===== config.mk =====
export PLATFORM = sky130hd
export DESIGN_NAME = pipe_stage_reg
export DESIGN_NICKNAME = d
export VERILOG_FILES = /design/src/rtl/pipe_stage_reg.sv
export SDC_FILE = /design/constraint.sdc
export NUM_CORES = 1
export LEC_CHECK = 0
export ABC_AREA = 1
export CAP_MARGIN = 20
export CELL_PAD_IN_SITES_DETAIL_PLACEMENT = 2
export CELL_PAD_IN_SITES_GLOBAL_PLACEMENT = 2
export CORE_ASPECT_RATIO = 0.9
export CORE_UTILIZATION = 25
export DETAILED_ROUTE_END_ITERATION = 7
export GPL_TIMING_DRIVEN = 0
export PLACE_DENSITY = 0.83
export SETUP_SLACK_MARGIN = 0.4
export SLEW_MARGIN = 20
export SYNTH_ARGS = -nofsm -noshare
export SYNTH_HDL_FRONTEND = slang
export SYNTH_SLANG_ARGS = --single-unit
export TNS_END_PERCENT = 1

===== constraint.sdc =====
create_clock -name clk -period 3 [get_ports clk]
set_input_delay 0.6 -clock clk [delete_from_list [all_inputs] [get_ports clk]]
set_output_delay 0.6 -clock clk [all_outputs]
set_load 0.005 [all_outputs]

===== src/rtl/pipe_stage_reg.sv =====
// WIDTH-deep register pipeline with per-stage stall and flush. A stall on any
// stage freezes that stage and every younger one in the same cycle.

module pipe_stage_reg_stage #(
  parameter int HEIGHT       = 32,
  parameter int ZERO_INVALID = 1
) (
  input  logic              i_clk,
  input  logic              i_reset,
  input  logic              i_flush,
  input  logic              i_hold,
  input  logic              i_prev_hold,
  input  logic [HEIGHT-1:0] i_prev_data,
  input  logic              i_prev_valid,
  output logic [HEIGHT-1:0] o_data,
  output logic              o_valid
);
  always_ff @(posedge i_clk or posedge i_reset) begin
    if (i_reset) begin
      o_data  <= '0;
      o_valid <= 1'b0;
    end else if (i_flush) begin
      o_valid <= 1'b0;
      if (ZERO_INVALID != 0) o_data <= '0;
    end else if (!i_hold) begin
      // Younger neighbour frozen while we move on: take a bubble.
      if (i_prev_hold) begin
        o_valid <= 1'b0;
        o_data  <= (ZERO_INVALID != 0) ? '0 : i_prev_data;
      end else begin
        o_valid <= i_prev_valid;
        o_data  <= i_prev_data;
      end
    end
  end
endmodule

module pipe_stage_reg #(
  parameter int WIDTH        = 2,
  parameter int HEIGHT       = 32,
  parameter int ZERO_INVALID = 1
) (
  input  logic                         clk,
  input  logic                         reset,
  input  logic [HEIGHT-1:0]            in,
  input  logic                         in_valid,
  input  logic [WIDTH-1:0]             stall,
  input  logic [WIDTH-1:0]             flush,
  output logic                         in_ready,
  output logic [WIDTH-1:0][HEIGHT-1:0] out,
  output logic [WIDTH-1:0]             out_valid,
  output logic [$clog2(WIDTH+1)-1:0]   count
);
  localparam int CW = $clog2(WIDTH+1);

  logic [WIDTH-1:0]             w_hold;
  logic [WIDTH-1:0]             w_prev_hold;
  logic [WIDTH-1:0]             w_prev_valid;
  logic [WIDTH-1:0][HEIGHT-1:0] w_prev_data;

  // Effective hold: OR of own stall and all older stalls.
  always_comb begin
    w_hold = '0;
    w_hold[WIDTH-1] = stall[WIDTH-1];
    for (int i = WIDTH-2; i >= 0; i--) w_hold[i] = stall[i] | w_hold[i+1];
  end

  // Stage 0 sees the input port as its predecessor, which never holds.
  always_comb begin
    w_prev_data  = '0;
    w_prev_valid = '0;
    w_prev_hold  = '0;
    w_prev_data[0]  = in;
    w_prev_valid[0] = in_valid;
    for (int i = 1; i < WIDTH; i++) begin
      w_prev_data[i]  = out[i-1];
      w_prev_valid[i] = out_valid[i-1];
      w_prev_hold[i]  = w_hold[i-1];
    end
  end

  for (genvar g = 0; g < WIDTH; g++) begin : g_stage
    pipe_stage_reg_stage #(
      .HEIGHT      (HEIGHT),
      .ZERO_INVALID(ZERO_INVALID)
    ) u_stage (
      .i_clk       (clk),
      .i_reset     (reset),
      .i_flush     (flush[g]),
      .i_hold      (w_hold[g]),
      .i_prev_hold (w_prev_hold[g]),
      .i_prev_data (w_prev_data[g]),
      .i_prev_valid(w_prev_valid[g]),
      .o_data      (out[g]),
      .o_valid     (out_valid[g])
    );
  end

  assign in_ready = ~w_hold[0];

  always_comb begin
    count = '0;
    for (int i = 0; i < WIDTH; i++) count = count + CW'(out_valid[i]);
  end
endmodule


==> metrics.txt <==
status finished, violations left; violations in the final reports DRC; sink count of the clock tree 66; global route total overflow 0; skew final ~0.0064 ns; pin count of the biggest net entering global routing 38; leak pwr 0.00217 uW; GR Util met2 0.327; total inserted antenna cells 0; number of antenna violations at the first check in global routing 0; area leader, netlist dfrtp_1; via count of the first global-routing pass roughly 2900; startpoint type of the worst setup path input pin; Post-synth EDFFs 0; worst flop-to-flop path startpoint g_stage[0].u_stage.o_data[2]; effective utilization at floorplan 0.262; clock tree from TritonCTS done; # DRC 8; final-report setup violation count 0; worst relative slew slack 0.662; power density over the cells between 500 and 600 nW/um^2; top cell type's share of synthesized area 0.603; syn avg cell area 9.19 um^2; number of cells on the worst reg-to-reg path 2; FP Rows 35; achievable clock frequency between 0.4 and 0.5 GHz; total number of vias approximately 2600; min Tclk post-route 2.38 ns; per-cell routed wire length around 17 um; met1 routing resource usage after global routing 0.232; top cells by area, synth dfrtp_1 (60%), nand3_1 (18%), nand2_1 (14%); Chip Height 101 um; Final HPWL DP about 7000 um; maximum number of buffers from clock root to sink 2; WS Path Type input pin to output pin; number of ports placed on the die boundary around 110; Routed Wire Length approximately 9600 um; transition time at the pin with the least slew margin approximately 0.51 ns; crit path capture in_ready; first-pass GRT wire length ~16000 um; final-layout setup total negative slack 0 ns; r2r setup slk approximately 2.3 ns; VDD IR max 0.263 mV; area of the die between 10000 and 15000 um^2; final worst-path cycle share 0.794; final design instance area without fill 4340 um^2; drt initial violations ~110; number of vias per cell 4.72; count of final max-slew check failures 0; Post-Syn Nets 338; detailed-router iteration count before antenna repair 6; Routability Congestion a little over 0.7; minimum setup slack in the final design 0.619 ns; setup repair after global routing missed its margin false; Skew-Pair Late Insertion Delay about 0.32 ns; Cell variety after synth 12; Max-Cap Viols 0; flop and latch count out of synthesis 66; routing layer with the top usage in global route met2; share of final-layout standard cells stronger than drive strength 1 0.108; Most used DFF post-synth dfrtp_1; fraction of the yosys area taken by sequential cells 0.603; most numerous cell types in the synthesized netlist nand2_1 (99), nand3_1 (99), dfrtp_1 (66), buf_2 (14), buf_4 (5); data arrival time of the critical path roughly 1.8 ns; warning count from the yosys run 0; total core area 10500 um^2; H-tree depth 3; global routing usage summed across all routing layers 0.184; largest fanout of any net on the critical path 10; final hold violation count 0; Cell Area, Synth approximately 2700 um^2; die width roughly 110 um; kind of end point of the critical path output pin; pre-CTS worst setup slack 0.258 ns; class of the worst hold path flop to flop; antenna-violating nets left 0; total of hold buffers inserted after clock tree synthesis 0; Clock Pin Slew Worst Setup and Hold Paths approximately 0.050 ns; Layout Nets 459; met3 layer usage reported by global route 0.0389; area of placed instances 3990 um^2; overall power approximately 2300 uW; synthesized instance count ~300; quantity of I/O buffers inserted on ports ~110; library cell used as clock root buffer clkbuf_16; Worst Path Required 2.40 ns; Inserted Clock Buffers 9; share of flip-flops with an asynchronous set or reset after synthesis 1.00; Layout Area Growth over Synthesis 58.5%; final core utilization 0.415; Setup crit start stall[0]; Worst R2R End g_stage[1].u_stage.o_data[2]
## cells in the final DEF (no fill, tap or decap), drive strengths merged
cell type        n
inv              5
dfrtp           66
nand2          100
dlygate4sd2      2
bufinv           2
nand3           99
clkinv           2
nor2             2
clkbuf          14
buf             26
ha               1
clkdlybuf4s50  105
## report_power, final
part / switching [uW] / total, uW / leakage, uW / internal [uW]
combinational: 120 / 245 / 0.00110 / 125
clock: 382 / 1160 / 0.000163 / 773
sequential: 22.6 / 940 / 0.000907 / 917
total: 525 / 2340 / 0.00217 / 1820
## state kept, by name, summed over array words and instances (netlist names)
signal                   cells
g_stage.u_stage.o_data      64
g_stage.u_stage.o_valid      2
## logic make-up after synthesis
logic type                 Yosys count  share of synthesized area
and+or+nand+nor                    201                      0.327
adders and majority gates            1                    0.00457
buffers and inverters               30                     0.0653
DFF                                 66                      0.603
## worst max-delay path, stage by stage
cell             delay [ns]
dlygate4sd2_1          0.27
nor2_4                 0.14
buf_6                  0.12
buf_6                  0.14
clkdlybuf4s50_1        0.50
## per-stage QoR
stage / hold WS, ns / instances
final: 0.483 / 553
after global routing: 0.507 / 553
after detailed placement: 0.474 / 535
after floorplan: 0.472 / 298
after CTS: 0.488 / 553
after global placement: 0.462 / 534
## repair_timing
action,4_1_cts,5_1_grt
gates resized for setup,3,0
hold endpoints to repair,0,0
setup buffers,2,0
endpoints found under the setup margin,1,0
## area by class of cell
type	instances	area, um^2
tap	129	161
buffer	25	164
clock buffer	12	256
timing repair buffer	110	1100
sequential	66	1650
clock inverter	4	73.8
inverter	5	21.3
fill	1178	6130
multi-input combinational	202	908
## metal layers
layer	up-vias	wire, um
li1	1214	-
met1	1316	4240
met2	74	4950
met3	4	421
met4	0	40
met5	-	0
## worst min-delay path by stage
stage / start / endpoint / slack, ns / cells after the start
floorplan: g_stage[1].u_stage.o_data[31] / g_stage[1].u_stage.o_data[31] / 0.47 / 2
global placement: g_stage[1].u_stage.o_data[13] / g_stage[1].u_stage.o_data[13] / 0.46 / 2
detailed placement: g_stage[1].u_stage.o_data[9] / g_stage[1].u_stage.o_data[9] / 0.47 / 2
CTS: g_stage[1].u_stage.o_data[18] / g_stage[1].u_stage.o_data[18] / 0.49 / 2
global route: g_stage[1].u_stage.o_data[27] / g_stage[1].u_stage.o_data[27] / 0.51 / 2
finish: g_stage[1].u_stage.o_data[9] / g_stage[1].u_stage.o_data[9] / 0.48 / 2
(Power assumes the default switching activity.)
